## config.mk

```make
export PLATFORM = sky130hd
export DESIGN_NAME = riu_master_flat
export DESIGN_NICKNAME = d
export VERILOG_FILES = /design/src/rtl/riu_master_if.sv /design/src/rtl/riu_master.sv /design/src/flat_wrapper.sv
export SDC_FILE = /design/constraint.sdc
export NUM_CORES = 1
export LEC_CHECK = 0
export ABC_CLOCK_PERIOD_IN_PS = 2300
export CAP_MARGIN = 20
export CORE_UTILIZATION = 45
export CTS_BUF_LIST = sky130_fd_sc_hd__clkbuf_16
export DETAILED_ROUTE_END_ITERATION = 16
export GPL_ROUTABILITY_DRIVEN = 0
export GPL_TIMING_DRIVEN = 0
export PLACE_DENSITY = 0.9
export SETUP_SLACK_MARGIN = 0.15
export SLEW_MARGIN = 20
export SYNTH_ARGS = -nofsm -noshare
export SYNTH_HDL_FRONTEND = slang
export SYNTH_SLANG_ARGS = --single-unit
export TNS_END_PERCENT = 20
```

## constraint.sdc

```tcl
create_clock -name RIU_CLK -period 2.3 [get_ports RIU_CLK]
set_clock_uncertainty 0.2 [all_clocks]
set_input_delay 0.23 -clock RIU_CLK [delete_from_list [all_inputs] [get_ports RIU_CLK]]
set_output_delay 0.23 -clock RIU_CLK [all_outputs]
set_load 0.005 [all_outputs]
```

## src/rtl/riu_master_if.sv

```systemverilog
// Request/response and RIU nibble bus bundle for riu_master.
// master = the initiator view, slave = requester plus nibble side.
interface riu_master_if #(
  parameter int ADDR_WIDTH = 6,
  parameter int DATA_WIDTH = 16
);
  logic                  REQ_VALID;
  logic                  REQ_READY;
  logic                  REQ_WE;
  logic [ADDR_WIDTH-1:0] REQ_ADDR;
  logic [1:0]            REQ_NIBBLE;
  logic [DATA_WIDTH-1:0] REQ_WDATA;
  logic                  RSP_VALID;
  logic                  RSP_READY;
  logic [DATA_WIDTH-1:0] RSP_RDATA;
  logic                  RSP_ERR;
  logic [ADDR_WIDTH-1:0] RIU_ADDR;
  logic [DATA_WIDTH-1:0] RIU_WR_DATA;
  logic                  RIU_WR_EN;
  logic [1:0]            RIU_NIBBLE_SEL;
  logic [DATA_WIDTH-1:0] RIU_RD_DATA;
  logic                  RIU_RD_VALID;

  modport master (
    input  REQ_VALID, REQ_WE, REQ_ADDR,
    input  REQ_NIBBLE, REQ_WDATA,
    input  RSP_READY,
    input  RIU_RD_DATA, RIU_RD_VALID,
    output REQ_READY,
    output RSP_VALID, RSP_RDATA, RSP_ERR,
    output RIU_ADDR, RIU_WR_DATA,
    output RIU_WR_EN, RIU_NIBBLE_SEL
  );

  modport slave (
    output REQ_VALID, REQ_WE, REQ_ADDR,
    output REQ_NIBBLE, REQ_WDATA,
    output RSP_READY,
    output RIU_RD_DATA, RIU_RD_VALID,
    input  REQ_READY,
    input  RSP_VALID, RSP_RDATA, RSP_ERR,
    input  RIU_ADDR, RIU_WR_DATA,
    input  RIU_WR_EN, RIU_NIBBLE_SEL
  );
endinterface

```

## src/rtl/riu_master.sv

```systemverilog
// Single-beat RIU initiator: write strobes, reads with timeout,
// one outstanding transaction, registered bus and response outputs.
module riu_master #(
  parameter int ADDR_WIDTH = 6,
  parameter int DATA_WIDTH = 16,
  parameter int TIMEOUT    = 15
) (
  input  logic          RIU_CLK,
  input  logic          RST_N,
  riu_master_if.master  bus
);

  typedef enum logic [2:0] {
    S_IDLE,
    S_WR,
    S_RD_ISSUE,
    S_RD_WAIT,
    S_RESP
  } state_e;

  localparam logic [7:0] TMO = 8'(TIMEOUT);

  state_e                state_q, state_d;
  logic [ADDR_WIDTH-1:0] addr_q, addr_d;
  logic [DATA_WIDTH-1:0] wdata_q, wdata_d;
  logic                  wen_q, wen_d;
  logic [1:0]            sel_q, sel_d;
  logic                  rsp_valid_q, rsp_valid_d;
  logic [DATA_WIDTH-1:0] rsp_rdata_q, rsp_rdata_d;
  logic                  rsp_err_q, rsp_err_d;
  logic [7:0]            cnt_q, cnt_d;

  logic       wr_ok;
  logic       rd_ok;
  logic [7:0] cnt_inc;

  assign wr_ok = bus.REQ_WE & (bus.REQ_NIBBLE != 2'b00);
  assign rd_ok = ~bus.REQ_WE
               & (bus.REQ_NIBBLE[0] ^ bus.REQ_NIBBLE[1]);
  assign cnt_inc = cnt_q + 8'd1;

  always_comb begin
    state_d     = state_q;
    addr_d      = addr_q;
    wdata_d     = wdata_q;
    wen_d       = wen_q;
    sel_d       = sel_q;
    rsp_valid_d = rsp_valid_q;
    rsp_rdata_d = rsp_rdata_q;
    rsp_err_d   = rsp_err_q;
    cnt_d       = cnt_q;
    unique case (state_q)
      S_IDLE: begin
        if (bus.REQ_VALID) begin
          unique case (1'b1)
            wr_ok: begin
              state_d = S_WR;
              addr_d  = bus.REQ_ADDR;
              wdata_d = bus.REQ_WDATA;
              sel_d   = bus.REQ_NIBBLE;
              wen_d   = 1'b1;
            end
            rd_ok: begin
              state_d = S_RD_ISSUE;
              addr_d  = bus.REQ_ADDR;
              sel_d   = bus.REQ_NIBBLE;
              cnt_d   = 8'd0;
            end
            default: begin
              // illegal select: answer at once, bus untouched
              state_d     = S_RESP;
              rsp_valid_d = 1'b1;
              rsp_err_d   = 1'b1;
              rsp_rdata_d = '0;
            end
          endcase
        end
      end
      S_WR: begin
        state_d     = S_RESP;
        addr_d      = '0;
        wdata_d     = '0;
        sel_d       = '0;
        wen_d       = 1'b0;
        rsp_valid_d = 1'b1;
        rsp_err_d   = 1'b0;
        rsp_rdata_d = '0;
      end
      S_RD_ISSUE, S_RD_WAIT: begin
        cnt_d = cnt_inc;
        if (bus.RIU_RD_VALID) begin
          state_d     = S_RESP;
          addr_d      = '0;
          sel_d       = '0;
          rsp_valid_d = 1'b1;
          rsp_err_d   = 1'b0;
          rsp_rdata_d = bus.RIU_RD_DATA;
        end else if (cnt_inc == TMO) begin
          state_d     = S_RESP;
          addr_d      = '0;
          sel_d       = '0;
          rsp_valid_d = 1'b1;
          rsp_err_d   = 1'b1;
          rsp_rdata_d = '0;
        end else begin
          state_d = S_RD_WAIT;
        end
      end
      S_RESP: begin
        if (bus.RSP_READY) begin
          state_d     = S_IDLE;
          rsp_valid_d = 1'b0;
          rsp_err_d   = 1'b0;
          rsp_rdata_d = '0;
        end
      end
      default: state_d = S_IDLE;
    endcase
  end

  always_ff @(posedge RIU_CLK or negedge RST_N) begin
    if (!RST_N) begin
      state_q     <= S_IDLE;
      addr_q      <= '0;
      wdata_q     <= '0;
      wen_q       <= 1'b0;
      sel_q       <= '0;
      rsp_valid_q <= 1'b0;
      rsp_rdata_q <= '0;
      rsp_err_q   <= 1'b0;
      cnt_q       <= 8'd0;
    end else begin
      state_q     <= state_d;
      addr_q      <= addr_d;
      wdata_q     <= wdata_d;
      wen_q       <= wen_d;
      sel_q       <= sel_d;
      rsp_valid_q <= rsp_valid_d;
      rsp_rdata_q <= rsp_rdata_d;
      rsp_err_q   <= rsp_err_d;
      cnt_q       <= cnt_d;
    end
  end

  assign bus.REQ_READY      = RST_N & (state_q == S_IDLE);
  assign bus.RSP_VALID      = rsp_valid_q;
  assign bus.RSP_RDATA      = rsp_rdata_q;
  assign bus.RSP_ERR        = rsp_err_q;
  assign bus.RIU_ADDR       = addr_q;
  assign bus.RIU_WR_DATA    = wdata_q;
  assign bus.RIU_WR_EN      = wen_q;
  assign bus.RIU_NIBBLE_SEL = sel_q;

endmodule

```

## src/flat_wrapper.sv

```systemverilog
// flat-port wrapper written by rule: the top's interface ports become plain ports
module riu_master_flat 
#(
  parameter int ADDR_WIDTH = 6,
  parameter int DATA_WIDTH = 16,
  parameter int TIMEOUT    = 15
)
  (RIU_CLK, RST_N, bus_REQ_VALID, bus_REQ_WE, bus_REQ_ADDR, bus_REQ_NIBBLE, bus_REQ_WDATA, bus_RSP_READY, bus_RIU_RD_DATA, bus_RIU_RD_VALID, bus_REQ_READY, bus_RSP_VALID, bus_RSP_RDATA, bus_RSP_ERR, bus_RIU_ADDR, bus_RIU_WR_DATA, bus_RIU_WR_EN, bus_RIU_NIBBLE_SEL);
  riu_master_if #(.ADDR_WIDTH(ADDR_WIDTH), .DATA_WIDTH(DATA_WIDTH)) bus_i ();
  input  logic RIU_CLK;
  input  logic RST_N;
  input wire logic [$bits(bus_i.REQ_VALID)-1:0] bus_REQ_VALID;
  input wire logic [$bits(bus_i.REQ_WE)-1:0] bus_REQ_WE;
  input wire logic [$bits(bus_i.REQ_ADDR)-1:0] bus_REQ_ADDR;
  input wire logic [$bits(bus_i.REQ_NIBBLE)-1:0] bus_REQ_NIBBLE;
  input wire logic [$bits(bus_i.REQ_WDATA)-1:0] bus_REQ_WDATA;
  input wire logic [$bits(bus_i.RSP_READY)-1:0] bus_RSP_READY;
  input wire logic [$bits(bus_i.RIU_RD_DATA)-1:0] bus_RIU_RD_DATA;
  input wire logic [$bits(bus_i.RIU_RD_VALID)-1:0] bus_RIU_RD_VALID;
  output wire logic [$bits(bus_i.REQ_READY)-1:0] bus_REQ_READY;
  output wire logic [$bits(bus_i.RSP_VALID)-1:0] bus_RSP_VALID;
  output wire logic [$bits(bus_i.RSP_RDATA)-1:0] bus_RSP_RDATA;
  output wire logic [$bits(bus_i.RSP_ERR)-1:0] bus_RSP_ERR;
  output wire logic [$bits(bus_i.RIU_ADDR)-1:0] bus_RIU_ADDR;
  output wire logic [$bits(bus_i.RIU_WR_DATA)-1:0] bus_RIU_WR_DATA;
  output wire logic [$bits(bus_i.RIU_WR_EN)-1:0] bus_RIU_WR_EN;
  output wire logic [$bits(bus_i.RIU_NIBBLE_SEL)-1:0] bus_RIU_NIBBLE_SEL;
  assign bus_i.REQ_VALID = bus_REQ_VALID;
  assign bus_i.REQ_WE = bus_REQ_WE;
  assign bus_i.REQ_ADDR = bus_REQ_ADDR;
  assign bus_i.REQ_NIBBLE = bus_REQ_NIBBLE;
  assign bus_i.REQ_WDATA = bus_REQ_WDATA;
  assign bus_i.RSP_READY = bus_RSP_READY;
  assign bus_i.RIU_RD_DATA = bus_RIU_RD_DATA;
  assign bus_i.RIU_RD_VALID = bus_RIU_RD_VALID;
  assign bus_REQ_READY = bus_i.REQ_READY;
  assign bus_RSP_VALID = bus_i.RSP_VALID;
  assign bus_RSP_RDATA = bus_i.RSP_RDATA;
  assign bus_RSP_ERR = bus_i.RSP_ERR;
  assign bus_RIU_ADDR = bus_i.RIU_ADDR;
  assign bus_RIU_WR_DATA = bus_i.RIU_WR_DATA;
  assign bus_RIU_WR_EN = bus_i.RIU_WR_EN;
  assign bus_RIU_NIBBLE_SEL = bus_i.RIU_NIBBLE_SEL;
  riu_master #(.ADDR_WIDTH(ADDR_WIDTH), .DATA_WIDTH(DATA_WIDTH), .TIMEOUT(TIMEOUT)) u_core (.RIU_CLK(RIU_CLK), .RST_N(RST_N), .bus(bus_i));
endmodule
```

-- Word level (Yosys, flattened, before mapping)
Cells that the tools add are included.
- register bits after elaboration: 54
- input port bits: 46
- logic and storage cells: 79
- $add $sub $neg: 1
- equality and inequality tests: 12
- multiplexer cells: 39
- bitwise gates (word level): 5
- reductions and logical operators: 13
- operator list (kind ; count):
    $mux 16 ; 7
    $pmux 16 s4 ; 1
    $pmux 16 s2 ; 1
    $mux 6 ; 4
    $pmux 6 s3 ; 1
    $mux 8 ; 2
    $pmux 8 s2 ; 1
    $mux 3 ; 4
    $pmux 3 s4 ; 1
    $add 8x1->8 const B ; 1
    $eq 8x4->1 const B ; 1
    $mux 1 ; 8
    $mux 2 ; 4
    $ne 2x2->1 const B ; 4
    $pmux 1 s4 ; 2
    $eq 3x2->1 const B ; 2
    $pmux 2 s3 ; 1
    $pmux 3 s2 ; 1
    $reduce_and 3->1 ; 2
    $reduce_bool 2->1 ; 3
    $reduce_and 5->1 ; 1
    $ne 2x1->1 const B ; 2
    $reduce_and 4->1 ; 1
    $reduce_bool 4->1 ; 1
    other kinds (11) ; 14

-- Logic depth before layout (Yosys ltp)
Gate-level depths: netlist (run 1).
- word-level depth: 6
- mapped depth: 7
- depth with buffers taken out: 6

-- Least setup slack after synthesis (run 1)
Ideal clock, no wire load.
- path type: register to register
- start: reg u_core.cnt_q[0]
- end: reg u_core.addr_q[0], in the netlist u_core.bus.RIU_ADDR[0]
- library setup time: 79 ps
- arrival: 1686 ps
- required time: 2021 ps
- path slack: 335 ps
- stages on the path, launching flop included: 6
- path buffers: 0
- clock period less this slack: 1965 ps
- cell sequence: dfrtp_1 ha_1 xor2_1 a311oi_2 a211oi_4 mux2i_1
- longest elaborated chain between the ends: 4
- ends and longest elaborated chain (what ; RTL line ; RTL):
    start: declaration ; riu_master.sv:31 ; logic [7:0] cnt_q, cnt_d;
    start signal: assignment ; riu_master.sv:141 ; cnt_q <= cnt_d;
    $add 8x1->8 ; riu_master.sv:40 ; assign cnt_inc = cnt_q + 8'd1;
    $eq 8x4->1 ; riu_master.sv:98 ; end else if (cnt_inc == TMO) begin
    $ne 3x2->1 (no line) ; - ;
    $reduce_and 4->1 (no line) ; - ;
    end signal: assignment ; riu_master.sv:134 ; addr_q <= addr_d;
    end: declaration ; riu_master.sv:24 ; logic [ADDR_WIDTH-1:0] addr_q, addr_d;
Every way passes these cells.
A chain may end at the register's enable or synchronous reset.

-- Final worst setup path (run 1)
- start: reg u_core.state_q[0]
- end: out bus_REQ_READY
- longest elaborated chain between the ends: 2
- ends and longest elaborated chain (what ; RTL line ; RTL):
    start: declaration ; riu_master.sv:23 ; state_e state_q, state_d;
    start signal: assignment ; riu_master.sv:133 ; state_q <= state_d;
    $logic_not 3->1 ; riu_master.sv:145 ; assign bus.REQ_READY = RST_N & (state_q == S_IDLE);
    $and 1x1->1 ; riu_master.sv:145 ;
    end: declaration ; flat_wrapper.sv:20 ; output wire logic [$bits(bus_i.REQ_READY)-1:0] bus_REQ_READY;
Every way passes these cells.

==> metrics.md, run 1 <==
| Metric | Value |
|---|---|
| Mux cell area share after synthesis | 3.05% |
| Largest fanout on the critical path | 7 |
| CTS HTree Levels | 2 |
| Area grow syn2layout | 45.6% |
| Die area | 0.00614 mm2 |
| Total GRT Usage | between 20% and 30% |
| I/O pin count | 90 |
| Die outline height | 78.4 um |
| R2R Setup Slk | approximately 0.24 ns |
| Leak pwr | roughly 1.6 nW |
| RSZ-0062 raised after global routing | true |
| CTS buffer count | 5 |
| Mapped Area | 0.00262 mm2 |
| Drt wl/cell | 14.9 um |
| Worst Max-Slew Pin Slew | 0.675 ns |
| Design area | 0.00382 mm2 |
| Dominant cell type by area after synthesis | dfrtp_1 |
| Crit start category | flop |
| Sequential area share after synthesis | around 52% |
| Final Max Tran Viols | 0 |
| 1st-iter DRT viols | 62 |
| Reg2reg end | u_core.bus.RSP_RDATA[15]$_DFFE_PN0P_ |
| Grt ovf | 0 |
| Largest family of logic cells by synthesized area | compound AO/OA/AOI/OAI gates |
| Synth top area share | 51.5% |
| Part of the cycle the worst path needs | between 90% and 100% |
| Clock-pin slew on the worst setup and hold paths | ~0.070 ns |
| Simple-gate share of the synthesized area | a little under an eighth |
| Final worst setup slack | 0.206 ns |
| TNS Setup | 0 ns |
| Placed Cells | 416 |
| Min Tclk post-route | 2.09 ns |
| Antenna viol nets, final | 0 |
| Clock root cell | clkbuf_16 |
| Initial Utilization | 47.1% |
| Synth Area in XOR/XNOR | 1.00% |
| Arr. time, crit path | 1.66 ns |
| WL final | roughly 6400 um |
| Core area | 0.00557 mm2 |
| Crit end category | output pin |
| Synth area leaders | dfrtp_1 52%, o211ai_1 9.2%, a22o_1 5.3%, nand2_1 4.3%, inv_1 4.1% |
| Clk Latency, worst-skew pair | 0.29 ns |
| Post-synth EDFFs | 0 |
| Placed cell areas | 0.00360 mm2 |
| FF-to-FF path depth | 7 |
| DR vias/cell | 5.34 |
| Fmax | 477 MHz |
| TritonCTS clock tree | built |
| Synth async-reset ratio | 100% |
| Fin Hold WS | -0.226 ns |
| FF+latch count, synth | 54 |
| Synth Net Count | approximately 300 |
| Failing checks | hold timing |
| Netlist cell types | 46 |
| Post-synth top cells | 54 x dfrtp_1, 32 x o211ai_1, 30 x nand2_1 |
| Cells after Synth | 255 |
| DP Wirelength | 4410 um |
| Final core occ | roughly two thirds |
| Req. time, crit path | 1.87 ns |
| PwrDens | 1050 mW/mm2 |
| Via Count | 2285 |
| Critical path class | reg2out |
| Non-Filler Instances | 428 |
| Status | finished, violations left |
| Vias in the first global route | approximately 2.2k |
| Pre-CTS setup slack | -0.306 ns |
| Layout cells sized above 1 | 11.0% |
| Worst vdd rail ir drop | 0.451 mV |
| Net count, final | 404 |
| Max-cap violations | 0 |
| Die Wd | 78.4 um |
| CTS Sinks | 54 |
| First-pass GRT wire length | 10300 um |
| Avg Inst Size Synth | 10.3 um2 |
| Drt pass-1 iters | 4 |
| Synth Flop Type | dfrtp_1 |
| Slew HR | 55.0% |
| Maximum buffer depth of the clock tree | 2 |
| Drt drc | 0 |
| Count leader, synth | dfrtp_1 |
| Diodes inserted | 0 |
| Fin. Hold Viols | 54 |
| IO buf count | 89 |
| Post-synthesis compound-gate area fraction | 24.9% |
| Min-Delay Path Class | in2async |
| Synth Area in Adders | under 10% |
| # rows | 27 |
| Largest net degree at the start of global routing | 56 |
| Worst R2R Start | u_core.state_q[0]$_DFFE_PN0P_ |
| Synth Warn # | 0 |
| Antenna violations before repair | 0 |
| Finish-stage setup viols | 0 |
## stage by stage
stage               hold WS (ns)  power (mW)
global placement           0.258        3.12
finish                    -0.226        4.00
CTS                       -0.200        4.00
detailed placement         0.112        3.19
global route              -0.170        4.26
floorplan                 -0.266        2.31
## state kept, by name, summed over array words and instances (netlist names)
signal / count
u_core.bus.RIU_ADDR: 6
u_core.bus.RIU_NIBBLE_SEL: 2
u_core.bus.RIU_WR_DATA: 16
u_core.bus.RIU_WR_EN: 1
u_core.bus.RSP_ERR: 1
u_core.bus.RSP_RDATA: 16
u_core.bus.RSP_VALID: 1
u_core.cnt_q: 8
u_core.state_q: 3
## what timing repair did
| action | in CTS | in global routing |
|---|---|---|
| hold endpoints to repair | 54 | 54 |
| pin swaps | 2 | 3 |
| gates resized for setup | 7 | 8 |
| endpoints found under the setup margin | 21 | 22 |
| setup buffers | 1 | 3 |
## how the worst max path moves through the flow
stage	startpoint	endpoint	depth (start not counted)
after detailed placement	bus_REQ_NIBBLE[0]	u_core.bus.RIU_ADDR[1]$_DFFE_PN0P_	7
after global placement	RST_N	bus_REQ_READY	3
final	u_core.state_q[0]$_DFFE_PN0P_	bus_REQ_READY	5
after global routing	u_core.state_q[0]$_DFFE_PN0P_	bus_REQ_READY	5
after CTS	u_core.cnt_q[0]$_DFFE_PN0P_	u_core.bus.RSP_RDATA[12]$_DFFE_PN0P_	6
after floorplan	u_core.cnt_q[0]$_DFFE_PN0P_	u_core.bus.RIU_ADDR[0]$_DFFE_PN0P_	5
## critical path, stage by stage (launching register included)
cell,delay (ns)
dfrtp_1,0.36
clkbuf_2,0.16
or2_1,0.24
clkbuf_2,0.17
nor3b_2,0.18
dlygate4sd2_1,0.27
## layout by cell type (no fill, tap or decap), types with 2 or more instances in the layout
master,instances
a22o_1,16
mux2i_1,8
a21oi_1,3
clkdlybuf4s50_1,85
inv_1,29
nand4_1,2
xor2_1,2
nand3_1,3
and2_1,2
a21o_1,2
clkbuf_4,2
clkbuf_1,5
nor3b_2,2
clkbuf_2,3
or2_2,3
o21a_1,2
dlygate4sd2_1,2
nand2b_1,3
clkinvlp_4,2
o21ai_0,14
ha_1,3
nor2_1,3
o31ai_1,2
clkbuf_16,5
buf_2,5
buf_4,4
nand2_1,30
dfrtp_1,54
o211ai_1,32
## power breakdown
group,internal (mW),switching (mW)
registers,1.28,0.215
clock network,0.408,0.356
logic,0.988,0.749
## metal layers
metal  routed length [um]  global-route usage (%)  share of wire, %
met4                   85                    6.48               1.3
met5                    0                       0                 0
met2                 3100                    34.7                49
met3                  326                    4.88               5.1
met1                 2850                    29.0                45
## final cells by class
| cell class | instances | area [um2] |
|---|---|---|
| clock inverters | 3 | 23.8 |
| clock buffers | 5 | 125 |
| inverters | 30 | 113 |
| fillers | 451 | 1750 |
| multi-input cells | 156 | 1110 |
| well taps | 72 | 90.1 |
| repair buffers | 93 | 931 |
| plain buffers | 15 | 73.8 |
| flip-flops and latches | 54 | 1350 |
## cell families after synthesis
group           after synthesis
compound gates               84
xor+xnor                      3
fa+ha+maj                     3
buf+inv                      45
flops                        54
mux                           8
simple gates                 58
Note: power is estimated with default switching activity, not from simulation.
==> run 2, diff against run 1 <==
- CORE_ASPECT_RATIO: unset -> 1.25
==> metrics.md, run 2 (synthesis results as in run 1) <==
| Metric | Value |
|---|---|
| Status | finished, violations left |
| Failing checks | hold timing |
| Part of the cycle the worst path needs | 93.0% (+1.9 points) |
| RSZ-0062 raised after global routing | true |
| Finish-stage setup viols | 0 (unchanged) |
| GR Util met1 | 27.2% (-1.8 points) |
| Flop pwr share | 36.3% (-1.1 points) |
| Die area | 0.00614 mm2 (about the same) |
| Req. time, crit path | 1.87 ns (about the same) |
| Drt pass-1 iters | 5 (+1) |
| Min-Delay Path Class | in2async |
| CTS Sinks | 54 (unchanged) |
| Antenna violations before repair | 1 (+1) |
| Slew HR | 53.6% (-1.4 points) |
| Core area | 0.00552 mm2 (-1.0%) |
| TNS Setup | 0 ns (unchanged) |
| Pint | 2.79 mW (+4.1%) |
| 1st-iter DRT viols | 216 (+250%) |
| DP Wirelength | 4760 um (+7.9%) |
| Largest fanout on the critical path | 10 (+3) |
| Net count, final | 403 (-0.25%) |
| DR vias/cell | 5.70 (+6.7%) |
| Clk network pwr share | 20.4% (+1.3 points) |
| First-pass GRT wire length | 11100 um (+7.6%) |
| Most frequent cells in the layout | 85 x clkdlybuf4s50_1, 54 x dfrtp_1, 32 x o211ai_1 |
| Antenna viol nets, final | 0 (unchanged) |
| Fin Hold WS | -0.226 ns (+0.000784 ns) |
| Fin. Hold Viols | 54 (unchanged) |
| Net Sw Frac | 32.9% (-0.090 points) |
| WL final | 7140 um (+12%) |
| Vias in the first global route | 2386 (+10%) |
| Arr. time, crit path | 1.71 ns (+0.05 ns) |
| Drt drc | 0 (unchanged) |
| Met2 Use GR | 40.6% (+5.9 points) |
| PwrDens | 1080 mW/mm2 (+3.7%) |
| Clk Latency, worst-skew pair | 0.29 ns (about the same) |
| Initial Utilization | 47.6% (+0.48 points) |
| Area grow syn2layout | 46.0% |
| Worst vdd rail ir drop | 0.526 mV (+17%) |
| Final Max Tran Viols | 0 (unchanged) |
| Worst Max-Slew Pin Slew | 0.697 ns (+0.0212 ns) |
| Switching power | 1.37 mW (+3.7%) |
| I/O pin count | 90 (unchanged) |
| Via Count | 2393 (+4.7%) |
| CTS buffer count | 5 (unchanged) |
| Clock root cell | clkbuf_16 |
| Fmax | 467 MHz (-2.1%) |
| Most common cell after layout, fill and taps aside | clkdlybuf4s50_1 |
| Total GRT Usage | 22.6% (+1.1 points) |
| Crit start category | flop |
| Largest net degree at the start of global routing | 56 (unchanged) |
| # rows | 30 (+11%) |
| IO buf count | 89 (unchanged) |
| GR Util met3 | 3.82% (-1.1 points) |
| Min Tclk post-route | 2.14 ns (+0.0447 ns) |
| Grt ovf | 0 (unchanged) |
| Die outline height | 87.4 um (+11%) |
| Max-cap violations | 0 (unchanged) |
| Maximum buffer depth of the clock tree | 2 (unchanged) |
| Leak pwr | 1.61 nW (+0.57%) |
| Die Wd | 70.3 um (-10%) |
| Total power | 4.16 mW (+4.0%) |
| Global routing's busiest layer | met2 |
| Critical path class | reg2out |
| Drt wl/cell | 17.0 um (+14%) |
| TritonCTS clock tree | built |
| Clock-pin slew on the worst setup and hold paths | 0.07 ns (about the same) |
| Power share of the combinational group | 43.3% (-0.2 points) |
| Crit end category | output pin |
| CTS HTree Levels | 2 (unchanged) |
| Layout cells sized above 1 | 11.0% (+0.031 points) |
-- run 2: changes by cell type in the layout (fill, tap and decap cells not counted), sizes merged --
cell	change
bufinv	+1
clkbuf	-1
clkinvlp	-1
diode	+1
-- run 2: per-stage QoR --
stage          std cells  util (%)  setup slack [ns]  instance area, um2
2_1_floorplan        255         -             0.335                2620
3_3_place_gp         408      65.1             -1.43                3590
3_5_place_dp         408      65.1            -0.281                3590
4_1_cts              417      68.6            0.0307                3790
5_1_grt              420      69.4             0.106                3830
6_report             420      69.4             0.161                3830
-- run 2: area by class of cell --
type / instances / area (um2)
fillers: 388 / 1690
flip-flops and latches: 54 / 1350
multi-input cells: 156 / 1120
repair buffers: 92 / 923
clock buffers: 5 / 125
inverters: 30 / 113
well taps: 64 / 80.1
plain buffers: 15 / 72.6
clock inverters: 3 / 41.3
diodes: 1 / 2.50
-- run 2: path summary, 6_finish.rpt --
kind / startpoint / endpoint / slack, ns / cells after the start
max: u_core.state_q[2]$_DFFE_PN0P_ / bus_REQ_READY / 0.16 / 5
min: RST_N / u_core.bus.RSP_RDATA[13]$_DFFE_PN0P_ / -0.23 / 1
min reg2reg: u_core.bus.RIU_WR_EN$_DFFE_PN0P_ / u_core.bus.RIU_WR_EN$_DFFE_PN0P_ / 0.30 / 1
max reg2reg: u_core.state_q[2]$_DFFE_PN0P_ / u_core.bus.RIU_WR_DATA[10]$_DFFE_PN0P_ / 0.24 / 6
min in group RIU_CLK: bus_REQ_NIBBLE[0] / u_core.bus.RIU_NIBBLE_SEL[0]$_DFFE_PN0P_ / 0.04 / 3
max in group asynchronous: RST_N / u_core.cnt_q[4]$_DFFE_PN0P_ / 1.65 / 1
-- run 2: layer usage --
layer	routed length (um)	share of wire (%)
met5	0	0
met4	167	2.3
met3	434	6.1
met2	3680	51
met1	2860	40
-- run 2: worst max-delay path, stage by stage, from the launching register on --
cell and delay (ns):
dfrtp_1 0.36, buf_2 0.18, clkbuf_2 0.21, clkbuf_4 0.22, nor3b_1 0.18, dlygate4sd2_1 0.27
-- run 2: power groups by stage --
| stage | registers (mW) | logic [mW] | clock network [mW] |
|---|---|---|---|
| after floorplan | 1.51 | 0.803 | 0 |
| after global placement | 1.48 | 1.64 | 0 |
| after detailed placement | 1.51 | 1.70 | 0 |
| after CTS | 1.50 | 1.77 | 0.858 |
| after global routing | 1.54 | 1.94 | 0.894 |
| final | 1.51 | 1.80 | 0.850 |
-- run 2: repair_timing --
item	CTS	global route
setup buffers	1	2
pin swaps	2	3
gates resized for setup	8	10
hold endpoints to repair	54	54
setup endpoints to repair	28	33
==> run 3, diff against run 2 <==
- CTS_CLUSTER_DIAMETER: unset -> 30
==> results of run 3 <==
No change in the layout: final DEF, timing and power equal those of run 2.
==> patch: new RTL, flow settings as in run 3 <==
Encoding of `state_e`: now one-hot (5 bits for 5 states).
--- a/src/rtl/riu_master.sv
+++ b/src/rtl/riu_master.sv
@@ -11,10 +11,10 @@
 );
 
-  typedef enum logic [2:0] {
-    S_IDLE,
-    S_WR,
-    S_RD_ISSUE,
-    S_RD_WAIT,
-    S_RESP
+  typedef enum logic [4:0] {
+    S_IDLE     = 5'b00001,
+    S_WR       = 5'b00010,
+    S_RD_ISSUE = 5'b00100,
+    S_RD_WAIT  = 5'b01000,
+    S_RESP     = 5'b10000
   } state_e;
 
Formal check against the unedited RTL: same outputs for any inputs over 10 cycles, from zero or initial values and one cycle with RST_N low; not proved beyond that.
==> patch against run 3 <==
- the run ends with hold timing, setup timing left
- combinational power shrank 13%
- synthesized area shrank 9.5%
- final area shrank 5.3%
- clock power shrank 14%
- power shrank 6.2%
- sequential cell count grew 2
- critical path depth grew 3
- worst setup slack lost 0.20 ns
- fmax shrank 8.5%
- final cell count shrank 15%
- routed wire length shrank 23%
==> patch: results (changes against run 3) <==
The run finished, with violations left. The final reports fail on hold timing, setup timing. The number of gates given a new drive strength after cts is 13 (+5).

The highest ir drop seen on vdd is 0.6421 mV (+22%). Among cell families on the critical path, the largest total delay comes from simple AND/OR/NAND/NOR gates. The global-route usage over all layers is 21.32% (-1.3 points). The post-route met1 wirelength is 2.249 mm (-21%). The initial DRC count came to 136 (-37%). The number of antenna violations at the first check in global routing is 0 (-1). The number of global-route vias before repair is 1930 (-19%). The multi-input combinational gate total is 127 (-19%). The clock-cell share of area was 3.968% (-0.38 points). The largest net degree at the start of global routing came out at 58 (+3.6%). The synthesized area came out at 2375 um2 (-9.5%). The met3 routing resource usage after global routing came out at 4.396% (+0.58 points).

Sorting the synthesized cells by area gives the leading types as sky130_fd_sc_hd__dfrtp_1 58%, sky130_fd_sc_hd__a22o_1 15%, sky130_fd_sc_hd__nor2_1 2.4%, sky130_fd_sc_hd__xor2_1 2.2%, sky130_fd_sc_hd__nand2_1 1.7%. The worst hold-check slack is -0.2138 ns (+0.01192 ns). The met2 track demand over resource in global routing is 35.81% (-4.8 points).

The non-clock buffering overhead in the final layout came out at 26.85% (+0.84 points). The adder and majority cell fraction of the synthesized area is 1.581% (+0.15 points). The total via count in the routed design came to 1951 (-18%). The final hold violation count came out at 55 (+1.9%). The setup slack of the critical path after layout came out at -0.03653 ns (-0.1975 ns). The area of all placed cells without fillers is 3626 um2 (-5.3%).

The mean instance size in the synthesized netlist is 12.12 um2 (+18%). The post-placement cell area is 3343 um2 (-6.9%). The sum of net half-perimeters after detailed placement came to 3.792 mm (-20%). The number of post-CTS setup repair buffers came out at 3 (+2). The sequential group share of total power is 40.8% (+4.5 points). The number of setup violations in the final report is 11 (+11). The longest individual stage delay on the worst path was 0.54 ns (+0.18 ns). The sequential share of cell area came to 38.82% (+3.5 points). The number of fillers in the final layout is 346 (-11%). The depth of the most critical reg-to-reg path is 8 (+2).

The arrival time at the worst endpoint is 2.31 ns (+0.60 ns). The mux cell area share after synthesis was 0% (-3.1 points). The per-cell routed wire length is 15.35 um (-9.8%). By count the netlist is led by 55 x sky130_fd_sc_hd__dfrtp_1, 40 x sky130_fd_sc_hd__a22o_1, 15 x sky130_fd_sc_hd__nor2_1. The sum of negative setup slack is -0.2060 ns (-0.2060 ns). The non-clock buffer instance count of the final layout is 99 (-7.5%). The TritonCTS sink count came out at 56 (+3.7%). The compound-cell area share of the yosys netlist came to 23.02% (-1.9 points). The length of the first detailed-routing pass in iterations is 4 (-1). The area taken by multi-input logic gates came out at 1001 um2 (-11%). The worst slack at placement came out at -0.2070 ns (+0.07351 ns). For this design, the slowest cell found on the critical path is sky130_fd_sc_hd__or4b_4.

The relative slew slack is 55.09% (+1.5 points). The inverter count of the layout excluding clock inverters came out at 6 (-80%). The biggest fanout along the worst timing path came out at 9 (-1). The combinational logic power came out at 1.57 mW (-13%). The post-synthesis sequential area ratio is 59.06% (+7.6 points).
[patch: cell count changes after synthesis, sizes merged, moves of 6 or more]
cell / delta
inv: -24
nand2: -17
mux2i: -8
clkbuf: -6
nor2: +12
a22o: +24
o211ai: -29
[patch: final timing paths]
check	startpoint	to	slack, ns
setup / recovery	u_core.state_q[2]$_DFFE_PN0P_	u_core.bus.RSP_RDATA[7]$_DFFE_PN0P_	-0.04
hold / removal	RST_N	u_core.bus.RIU_ADDR[1]$_DFFE_PN0P_	-0.21
setup reg to reg	u_core.state_q[2]$_DFFE_PN0P_	u_core.bus.RSP_RDATA[7]$_DFFE_PN0P_	-0.04
hold reg to reg	u_core.bus.RIU_WR_EN$_DFFE_PN0P_	u_core.bus.RIU_WR_EN$_DFFE_PN0P_	0.28
max in group asynchronous	RST_N	u_core.state_q[3]$_DFFE_PN0P_	1.63
min in group RIU_CLK	u_core.bus.RIU_WR_EN$_DFFE_PN0P_	u_core.bus.RIU_WR_EN$_DFFE_PN0P_	0.28
